**config.mk**
```make
export PLATFORM = sky130hd
export DESIGN_NAME = timer_mmio
export DESIGN_NICKNAME = d
export VERILOG_FILES = /design/src/rtl/soc_mmio_pkg.sv /design/src/rtl/mmio_byte_reg32.sv /design/src/rtl/timer_mmio.sv
export SDC_FILE = /design/constraint.sdc
export NUM_CORES = 1
export LEC_CHECK = 0
export ABC_AREA = 1
export ABC_CLOCK_PERIOD_IN_PS = 1500
export BUFFER_PORTS_ARGS = -buffer_cell sky130_fd_sc_hd__clkbuf_2
export CORE_UTILIZATION = 40
export CTS_CLUSTER_DIAMETER = 40
export CTS_CLUSTER_SIZE = 16
export DETAILED_ROUTE_END_ITERATION = 16
export GPL_ROUTABILITY_DRIVEN = 1
export PLACE_DENSITY = 0.74
export SYNTH_ARGS = -nofsm -noshare
export SYNTH_HDL_FRONTEND = slang
export SYNTH_SLANG_ARGS = --single-unit
```
**constraint.sdc**
```tcl
create_clock -name clk -period 1.5 [get_ports clk]
set_input_delay 0.3 -clock clk [delete_from_list [all_inputs] [get_ports clk]]
set_output_delay 0.3 -clock clk [all_outputs]
set_load 0.05 [all_outputs]
```
**src/rtl/soc_mmio_pkg.sv**
```systemverilog
// Shared definitions for the SoC memory-mapped peripherals: register offsets,
// responder FSM states and reset constants.
package soc_mmio_pkg;

  localparam logic [15:0] MSIP_OFF        = 16'h0000;
  localparam logic [15:0] MTIMECMP_LO_OFF = 16'h4000;
  localparam logic [15:0] MTIMECMP_HI_OFF = 16'h4004;
  localparam logic [15:0] MTIME_LO_OFF    = 16'hBFF8;
  localparam logic [15:0] MTIME_HI_OFF    = 16'hBFFC;

  // All-ones compare keeps the timer interrupt off until software programs it.
  localparam logic [63:0] MTIMECMP_RST = 64'hFFFF_FFFF_FFFF_FFFF;

  typedef enum logic {
    IDLE = 1'b0,
    RESP = 1'b1
  } timer_mmio_state_t;

endpackage

```
**src/rtl/mmio_byte_reg32.sv**
```systemverilog
// 32-bit register with per-byte write enables and a parameterised reset value.
module mmio_byte_reg32 #(
  parameter logic [31:0] RST_VAL = 32'h0000_0000
) (
  input  logic        clk,
  input  logic        rst,
  input  logic        i_we,
  input  logic [3:0]  i_wmask,
  input  logic [31:0] i_wdata,
  output logic [31:0] o_q
);

  logic [31:0] r_q;

  always_ff @(posedge clk) begin
    if (rst) begin
      r_q <= RST_VAL;
    end else if (i_we) begin
      for (int b = 0; b < 4; b++) begin
        if (i_wmask[b]) r_q[8*b +: 8] <= i_wdata[8*b +: 8];
      end
    end
  end

  assign o_q = r_q;

endmodule

```
**src/rtl/timer_mmio.sv**
```systemverilog
// MMIO responder for the instruction-count timer: mtime (RO), mtimecmp, msip,
// with a hi-word shadow so a lo-then-hi read of mtime is atomic.
//
// state | meaning
// IDLE  | waiting; a request here is performed and its response registered
// RESP  | mem_resp high for one cycle; held request is not re-sampled
module timer_mmio
  import soc_mmio_pkg::*;
#(
  parameter logic [31:0] BASE_ADDR = 32'h0200_0000
) (
  input  logic        clk,
  input  logic        rst,
  input  logic [31:0] mem_addr,
  input  logic        mem_read,
  input  logic        mem_write,
  input  logic [3:0]  mem_wmask,
  input  logic [31:0] mem_wdata,
  output logic [31:0] mem_rdata,
  output logic        mem_resp,
  input  logic [63:0] count,
  output logic [63:0] count_max,
  output logic        msip
);

  timer_mmio_state_t r_state, w_state_nxt;

  logic        w_access, w_wr, w_rd, w_in_win;
  logic        w_sel_msip, w_sel_cmp_lo, w_sel_cmp_hi, w_sel_mt_lo, w_sel_mt_hi;
  logic [31:0] w_rdata, w_cmp_lo, w_cmp_hi;
  logic [31:0] r_rdata, r_hi_shadow;
  logic        r_shadow_valid, r_msip;
  logic        w_unused;

  assign w_unused = &{1'b0, mem_addr[1:0]};

  always_ff @(posedge clk) begin
    if (rst) r_state <= IDLE;
    else     r_state <= w_state_nxt;
  end

  always_comb begin
    w_state_nxt = r_state;
    mem_resp    = 1'b0;
    w_access    = 1'b0;
    case (r_state)
      IDLE: begin
        if (mem_read || mem_write) begin
          w_access    = 1'b1;
          w_state_nxt = RESP;
        end
      end
      RESP: begin
        mem_resp    = 1'b1;
        w_state_nxt = IDLE;
      end
      default: w_state_nxt = IDLE;
    endcase
  end

  assign w_in_win     = (mem_addr[31:16] == BASE_ADDR[31:16]);
  assign w_sel_msip   = w_in_win && (mem_addr[15:2] == MSIP_OFF[15:2]);
  assign w_sel_cmp_lo = w_in_win && (mem_addr[15:2] == MTIMECMP_LO_OFF[15:2]);
  assign w_sel_cmp_hi = w_in_win && (mem_addr[15:2] == MTIMECMP_HI_OFF[15:2]);
  assign w_sel_mt_lo  = w_in_win && (mem_addr[15:2] == MTIME_LO_OFF[15:2]);
  assign w_sel_mt_hi  = w_in_win && (mem_addr[15:2] == MTIME_HI_OFF[15:2]);

  // A simultaneous read+write is treated purely as a write: no data, no shadow effect.
  assign w_wr = w_access && mem_write;
  assign w_rd = w_access && mem_read && !mem_write;

  mmio_byte_reg32 #(.RST_VAL(MTIMECMP_RST[31:0])) u_cmp_lo (
    .clk     (clk),
    .rst     (rst),
    .i_we    (w_wr && w_sel_cmp_lo),
    .i_wmask (mem_wmask),
    .i_wdata (mem_wdata),
    .o_q     (w_cmp_lo)
  );

  mmio_byte_reg32 #(.RST_VAL(MTIMECMP_RST[63:32])) u_cmp_hi (
    .clk     (clk),
    .rst     (rst),
    .i_we    (w_wr && w_sel_cmp_hi),
    .i_wmask (mem_wmask),
    .i_wdata (mem_wdata),
    .o_q     (w_cmp_hi)
  );

  assign count_max = {w_cmp_hi, w_cmp_lo};

  always_ff @(posedge clk) begin
    if (rst) begin
      r_msip <= 1'b0;
    end else if (w_wr && w_sel_msip && mem_wmask[0]) begin
      r_msip <= mem_wdata[0];
    end
  end

  assign msip = r_msip;

  always_ff @(posedge clk) begin
    if (rst) begin
      r_hi_shadow    <= 32'h0;
      r_shadow_valid <= 1'b0;
    end else if (w_rd && w_sel_mt_lo) begin
      r_hi_shadow    <= count[63:32];
      r_shadow_valid <= 1'b1;
    end else if (w_rd && w_sel_mt_hi) begin
      r_shadow_valid <= 1'b0;
    end
  end

  always_comb begin
    w_rdata = 32'h0;
    if (w_sel_msip)        w_rdata = {31'h0, r_msip};
    else if (w_sel_cmp_lo) w_rdata = w_cmp_lo;
    else if (w_sel_cmp_hi) w_rdata = w_cmp_hi;
    else if (w_sel_mt_lo)  w_rdata = count[31:0];
    else if (w_sel_mt_hi)  w_rdata = r_shadow_valid ? r_hi_shadow : count[63:32];
  end

  // Only the response cycle carries data; every other cycle reloads zero.
  always_ff @(posedge clk) begin
    if (rst) r_rdata <= 32'h0;
    else     r_rdata <= w_rd ? w_rdata : 32'h0;
  end

  assign mem_rdata = r_rdata;

endmodule

```
# --- Yosys cells after proc, flatten, opt, wreduce, memory -nomap -nowiden ---
# Cells that the tools add are included.
totals:
  regBits: 131
  output_inout_bits: 98
  elab_cells: 61
op_classes:
  n_eq_ne: 5
  mux: 12
  bitwise: 2
  reduce_logical: 28
ops:
  columns: ["op", "count"]
  rows:
  - ["$mux 32", 5]
  - ["$eq 14x13->1 const B", 2]
  - ["$eq 14x14->1 const B", 2]
  - ["$eq 16x10->1 const B", 1]
  - ["$reduce_and 2->1", 8]
  - ["$logic_and 1x1->1", 14]
  - ["$logic_not 14->1", 1]
  - ["$mux 1", 6]
  - ["$reduce_or 3->1", 1]
  - ["$not 1->1", 2]
  - ["$pmux 1 s2", 1]
  - ["$reduce_bool 2->1", 1]
  - ["$reduce_or 2->1", 1]
  - ["$logic_not 1->1", 1]
  - ["$logic_or 1x1->1", 1]

# --- Logic depth before layout (Yosys ltp) ---
# Gate-level depths: netlist of the first run.
logic_depth:
  depth_word: 8
  mapped_depth: 12

# --- Modules after synthesis ---
# Synthesis of the first run repeated with hierarchy kept, for this count alone.
unflattened:
  hier_cells: 825
  area_unflattened_um2: 6038.3
by_module_without_submodules:
  columns: ["module", "instances", "cells_per_inst", "area_per_inst_um2", "seq_area_each_um2"]
  rows:
  - ["timer_mmio", 1, 537, 3636.0, 1341.3]
  - ["mmio_byte_reg32", 2, 144, 1201.2, 640.6]

# --- Worst setup path after synthesis of the first run ---
# Ideal clock, no wire load.
synth_timing:
  path_type: "reg-to-reg"
  start: "register r_state"
  end: "register r_rdata[10], in the netlist mem_rdata[10]"
  setup_ns: 0.074
  arrival_ns: 1.520
  required_ns: 1.426
  path_slack_ns: -0.094
  stages_incl_launch_ff: 8
  path_buffers: 1
  period_less_slack_ns: 1.594
  cell_sequence: "dfxtp_1 > nand3b_1 > nor2_1 > inv_1 > nor2_1 > clkbuf_1 > o21ai_0 > a31oi_1"
synth_between:
  elab_chain_len: 5
synth_rtl:
  columns: ["item", "line", "source"]
  rows:
  - ["start: declaration", "timer_mmio.sv:26", "timer_mmio_state_t r_state, w_state_nxt;"]
  - ["start signal: assignment", "timer_mmio.sv:39", "else r_state <= w_state_nxt;"]
  - ["$mux 1", "timer_mmio.sv:46", "case (r_state)"]
  - ["$logic_and 1x1->1 (2 in a row)", "timer_mmio.sv:70", "assign w_rd = w_access && mem_read && !mem_write;"]
  - ["$not 1->1 (no line)", null, null]
  - ["$reduce_or 3->1 (no line)", null, null]
  - ["end signal: assignment", "timer_mmio.sv:126", "else r_rdata <= w_rd ? w_rdata : 32'h0;"]
  - ["end: declaration", "timer_mmio.sv:31", "logic [31:0] r_rdata, r_hi_shadow;"]
# No other way between the ends.
# A chain may end at the register's enable or synchronous reset.

# --- Worst setup path in the final report of the first run ---
layout_timing:
  start: "register u_cmp_hi.r_q[7], in the netlist u_cmp_hi.o_q[7]"
  end: "output port count_max[39]"
layout_rtl:
  columns: ["item", "line", "source"]
  rows:
  - ["start: declaration", "mmio_byte_reg32.sv:13", "logic [31:0] r_q;"]
  - ["start signal: indexed assignment", "mmio_byte_reg32.sv:20", "if (i_wmask[b]) r_q[8*b +: 8] <= i_wdata[8*b +: 8];"]
  - ["end: declaration", "timer_mmio.sv:22", "output logic [63:0] count_max,"]
# No word-level cell between the ends.

==> flow_metrics.env, run 1 <==
export IMPL_status="finished clean"
export IMPL_cts_tree="yes"
export IMPL_io_pin_count=234
export IMPL_yosysUniqueCellTypes=28
export IMPL_yosysSeqAreaShare=0.443
export IMPL_nets=1270
export IMPL_worstPathRequired_ns=1.20
export IMPL_yosysWarningCount=0
export IMPL_switching_power_mw=1.76
export IMPL_tightest_slew_ns=0.439
export IMPL_vias_per_cell=5.42
export IMPL_hp_class="input port to flip-flop"
export IMPL_antenna_found_initial=0
export IMPL_critical_path_top_delay_family="flip-flops"
export IMPL_antenna_cells=0
export IMPL_post_route_min_period_ns=1.47
export IMPL_comb_power_share=0.067
export IMPL_drc=0
export IMPL_ctsHoldBuffers=0
export IMPL_fin_worst_skew_ns=0.00835
export IMPL_hold_violations=0
export IMPL_cp_buffers_inverters=1
export IMPL_critPathCaptureType="output port"
export IMPL_setup_violations=0
export IMPL_drtPass1Iterations=7
export IMPL_place_ws_ns=-0.742
export IMPL_clockRootBuffer="clkbuf_16"
export IMPL_cts_buffers=17
export IMPL_cp_slowest_cell="dfxtp_1"
export IMPL_vias=7192
export IMPL_switching_share=0.210
export IMPL_post_route_util=0.612
export IMPL_overflow=0
export IMPL_power_density_nw_per_um2=946
export IMPL_areaGrowthSynthToFinish_pct=49.5
export IMPL_routed_wl_um=23100
export IMPL_slew_headroom=0.707
export IMPL_post_dp_hpwl_um=15900
export IMPL_synthCells=852
export IMPL_numPortBuffers=231
export IMPL_synth_top_area_frac=0.443
export IMPL_clockPowerShare=0.517
export IMPL_syn_area_um2=5920
export IMPL_critPathMaxFanout=3
export IMPL_fmax_ghz=0.681
export IMPL_drv_cap=0
export IMPL_worstPathArrival_ns=1.17
export IMPL_finalMaxSlewViolations=0
export IMPL_cts_max_path_buffers=2
export IMPL_crit_type="flip-flop to output port"
export IMPL_detail_route_antenna_nets=0
export IMPL_synth_area_top_cells="dfxtp_1 44%, nand2_1 14%, nand3_1 11%"
export IMPL_intPower_mw=6.62
export IMPL_syn_nets=988
export IMPL_die_h_um=124
export IMPL_drive_above_1_share=0.350
export IMPL_synth_top_cell_by_area="dfxtp_1"
export IMPL_die_area_um2=15300
export IMPL_p_seq_frac=0.416
export IMPL_hold_ws_ns=0.0977
export IMPL_vdd_drop_max_mv=0.795
export IMPL_clk_pin_slew_ns=0.05
export IMPL_max_stage_delay_ns=0.43
export IMPL_tns_ns=0
export IMPL_wl_per_cell_um=17.4
export IMPL_cp_start_kind="flip-flop"
export IMPL_track_usage=0.290
export IMPL_drtIter0Drc=628
export IMPL_clk_insertion_delay_late_ns=0.42
export IMPL_fin_crit_sh=0.978
export IMPL_synth_ff_latch_count=131
export IMPL_die_w_um=124
export IMPL_routabilityCongestion=0.959
export IMPL_clock_sinks=131
export IMPL_power_leakage_nw=4.14
export IMPL_rows=44
export IMPL_setup_ws_ns=0.0323
export IMPL_grt_pass1_wl_um=33200
export IMPL_htree_levels=4
export IMPL_r2r_slack_ns=0.05
export IMPL_core_area_um2=14500
export IMPL_synth_area_per_cell_um2=6.95
export IMPL_worstPathCellList="clkbuf_2"
export IMPL_grt_pass1_vias=6521
export IMPL_grt_max_degree=56
export IMPL_finalPower_mw=8.38
export IMPL_start_util=0.409
cell usage after synthesis (all sizes together):
master and number:
nand3b 1, nor3b 1, clkinv 5, nor3 6, o21ai 84, inv 48
a31oi 29, mux2i 1, o211ai 32, nand2 229, nand3 132, nand4 3
clkbuf 37, buf 16, or2 2, dfxtp 131, a21oi 23, nor2 72
sequential cells by signal, indices dropped and copies added (netlist names):
register        cells
msip                1
r_state             1
r_shadow_valid      1
mem_rdata          32
u_cmp_lo.o_q       32
r_hi_shadow        32
u_cmp_hi.o_q       32
power groups by stage:
stage                     sequential, mW  combinational, mW  clock, mW
after CTS                           3.48              0.515       4.36
after detailed placement            3.56              0.502          0
after global placement              3.56              0.500          0
after floorplan                     3.57              0.168          0
final                               3.48              0.559       4.33
after global routing                3.48              0.611       4.52
layer usage:
| layer | vias to the layer above | global-route usage | part of all wire |
|---|---|---|---|
| met4 | 0 | 0.133 | 0.033 |
| li1 | 3420 | - | - |
| met5 | - | 0 | 0 |
| met3 | 53 | 0.0673 | 0.089 |
| met1 | 3314 | 0.350 | 0.40 |
| met2 | 405 | 0.489 | 0.48 |
worst paths after layout:
check,startpoint,to,depth (start not counted)
max,u_cmp_hi.o_q[7],count_max[39],1
min,mem_wdata[24],u_cmp_lo.o_q[24],3
max reg2reg,r_state,u_cmp_hi.o_q[26],8
min reg2reg,u_cmp_hi.o_q[29],u_cmp_hi.o_q[29],2
cell families (layout without fill, tap and decap cells):
kind of cell    Yosys count  in the layout  synth area share
flops                   131            131             0.443
mux                       1              1           0.00169
buf+inv                 106            397            0.0720
simple gates            446            447             0.322
compound gates          168            168             0.162
layout by cell type (no fill, tap or decap), types with 2 or more instances in the layout:
cell / n
a21oi_1: 23
buf_12: 11
clkbuf_1: 4
buf_8: 2
nand2_1: 216
inv_2: 8
a31oi_1: 28
inv_1: 41
clkbuf_2: 227
buf_6: 7
o21ai_0: 84
inv_4: 2
nand3_2: 8
clkbuf_16: 23
nand3_1: 123
clkinv_2: 3
dfxtp_2: 2
o211ai_1: 32
nand2_4: 3
nand2_8: 3
bufinv_16: 4
clkbuf_8: 3
nor2_4: 10
nor2_1: 56
nand2_2: 7
nand4_1: 3
dfxtp_1: 129
buf_4: 61
nor3_2: 4
nor2_2: 7
what timing repair did:
| item | 4_1_cts | 5_1_grt |
|---|---|---|
| pin swaps | 2 | 27 |
| resized for setup | 6 | 60 |
| setup endpoints to repair | 65 | 123 |
| cloned | 1 | 7 |
| buffers inserted | 3 | 7 |
cell type report:
class	instances	area, um2
fillers	1340	5620
multi-input cells	616	3110
well taps	184	230
clock buffers	24	482
inverters	53	206
flip-flops and latches	131	2630
repair buffers	315	2080
clock inverters	5	125
per-stage QoR:
| stage | cell area [um2] | instances |
|---|---|---|
| after floorplan | 5930 | 852 |
| final | 8860 | 1328 |
| after CTS | 8370 | 1314 |
| after global placement | 7710 | 1281 |
| after detailed placement | 7710 | 1281 |
| after global routing | 8860 | 1328 |
Note: power is estimated with default switching activity, not from simulation.
==> run 2: changes to the inputs <==
Settings changed: RECOVER_POWER from default to 50.
==> run 2 against run 1 <==
Against the previous run: global-route usage stayed put; register-to-register slack hardly changed; combinational power hardly changed; sequential cell count stayed put; largest cell class unchanged; sequential power hardly changed; first-iteration DRC count is 1.1% lower.
==> flow_metrics.env, run 2 (same netlist as run 1, synthesis figures left out) <==
export IMPL_worstPathCellList="clkbuf_2"
export IMPL_die_h_um=124
export IMPL_vias=7188
export IMPL_final_cell_mix="226 x clkbuf_2, 216 x nand2_1, 129 x dfxtp_1, 123 x nand3_1, 84 x o21ai_0"
export IMPL_finalMaxSlewViolations=0
export IMPL_clockPowerShare=0.517
export IMPL_drive_above_1_share=0.348
export IMPL_wl_met3_um=2130
export IMPL_wl_per_cell_um=17.4
export IMPL_io_pin_count=234
export IMPL_numPortBuffers=231
export IMPL_dr_wl_met2_um=11100
export IMPL_fmax_ghz=0.680
export IMPL_power_density_nw_per_um2=947
export IMPL_vdd_drop_max_mv=0.792
export IMPL_multi_input_area_um2=3110
export IMPL_clk_insertion_delay_late_ns=0.42
export IMPL_drtIter0Drc=621
export IMPL_detail_route_antenna_nets=0
export IMPL_antenna_cells=0
export IMPL_tns_ns=0
export IMPL_overflow=0
export IMPL_nFillCells=1343
export IMPL_cp_buffers_inverters=1
export IMPL_cp_slowest_cell="dfxtp_1"
export IMPL_highest_layer="met4"
export IMPL_areaGrowthSynthToFinish_pct=49.3
export IMPL_crit_type="flip-flop to output port"
export IMPL_die_w_um=124
export IMPL_antenna_found_initial=0
export IMPL_tightest_slew_ns=0.439
export IMPL_stdcell_count=1328
export IMPL_post_dp_hpwl_um=15900
export IMPL_start_util=0.409
export IMPL_worstPathArrival_ns=1.17
export IMPL_cp_start_kind="flip-flop"
export IMPL_setup_violations=0
export IMPL_max_stage_delay_ns=0.43
export IMPL_switching_power_mw=1.76
export IMPL_critical_path_top_delay_family="flip-flops"
export IMPL_vias_per_cell=5.41
export IMPL_post_route_min_period_ns=1.47
export IMPL_drt_met1_wl_um=9090
export IMPL_fin_crit_sh=0.980
export IMPL_layout_commonest_cell="clkbuf_2"
export IMPL_routabilityCongestion=0.959
export IMPL_cts_tree="yes"
export IMPL_fin_worst_skew_ns=0.0113
export IMPL_clock_sinks=131
export IMPL_critPathCaptureType="output port"
export IMPL_slew_headroom=0.707
export IMPL_ctsHoldBuffers=0
export IMPL_core_area_um2=14500
export IMPL_cts_max_path_buffers=2
export IMPL_track_usage=0.290
export IMPL_drv_cap=0
export IMPL_p_seq_frac=0.416
export IMPL_grt_max_degree=56
export IMPL_seq_area_um2=2630
export IMPL_routed_wl_um=23100
export IMPL_nets=1270
export IMPL_dpl_cell_count=1281
export IMPL_grt_pass1_vias=6521
export IMPL_status="finished clean"
export IMPL_clockRootBuffer="clkbuf_16"
export IMPL_hold_ws_ns=0.102
export IMPL_power_leakage_nw=4.13
export IMPL_switching_share=0.210
export IMPL_critPathMaxFanout=3
export IMPL_clk_pin_slew_ns=0.05
export IMPL_grt_pass1_wl_um=33200
export IMPL_hp_class="input port to flip-flop"
export IMPL_rows=44
export IMPL_htree_levels=4
export IMPL_drtPass1Iterations=7
export IMPL_comb_power_share=0.067
export IMPL_die_area_um2=15300
export IMPL_hold_violations=0
export IMPL_worstPathRequired_ns=1.20
export IMPL_drc=0
export IMPL_intPower_mw=6.62
export IMPL_cts_buffers=17
[run 2: through the flow]
| step | power, mW | cell area, um2 | utilization | setup slack [ns] |
|---|---|---|---|---|
| after floorplan | 3.74 | 5930 | - | -0.0411 |
| after global placement | 4.06 | 7710 | 0.532 | -0.635 |
| after detailed placement | 4.06 | 7710 | 0.532 | -0.742 |
| after CTS | 8.36 | 8370 | 0.578 | -0.0583 |
| after global routing | 8.61 | 8840 | 0.611 | -0.0439 |
| final | 8.37 | 8840 | 0.611 | 0.0301 |
[run 2: final cells by class]
cell class,instances,share of cell area
Clock buffer,24,0.0545
Multi-Input combinational cell,616,0.352
Inverter,53,0.0233
Sequential cell,131,0.297
Clock inverter,5,0.0142
Tap cell,184,0.0260
Timing Repair Buffer,315,0.233
[run 2: power groups by stage]
stage	Combinational (mW)	Clock [mW]	Sequential [mW]
finish	0.559	4.33	3.48
global route	0.611	4.52	3.48
CTS	0.515	4.36	3.48
detailed placement	0.502	0	3.56
global placement	0.500	0	3.56
floorplan	0.168	0	3.57
[run 2: path summary, 6_finish.rpt]
check,from,cells after the start,slack [ns],to
max,u_cmp_hi.o_q[7],1,0.03,count_max[39]
min reg2reg,u_cmp_hi.o_q[13],2,0.49,u_cmp_hi.o_q[13]
min,mem_wdata[24],3,0.10,u_cmp_lo.o_q[24]
max reg2reg,r_state,8,0.05,u_cmp_hi.o_q[22]
[run 2: per-layer routing]
layer  GRT usage  vias up
met1       0.350     3309
li1            -     3423
met3      0.0673       51
met2       0.489      405
met4       0.133        0
met5           0        -
[run 2: timing repair]
action	CTS	global route
gates cloned	1	7
gates resized for setup	6	60
buffers inserted	3	7
pin swaps	2	27
endpoints found under the setup margin	65	123
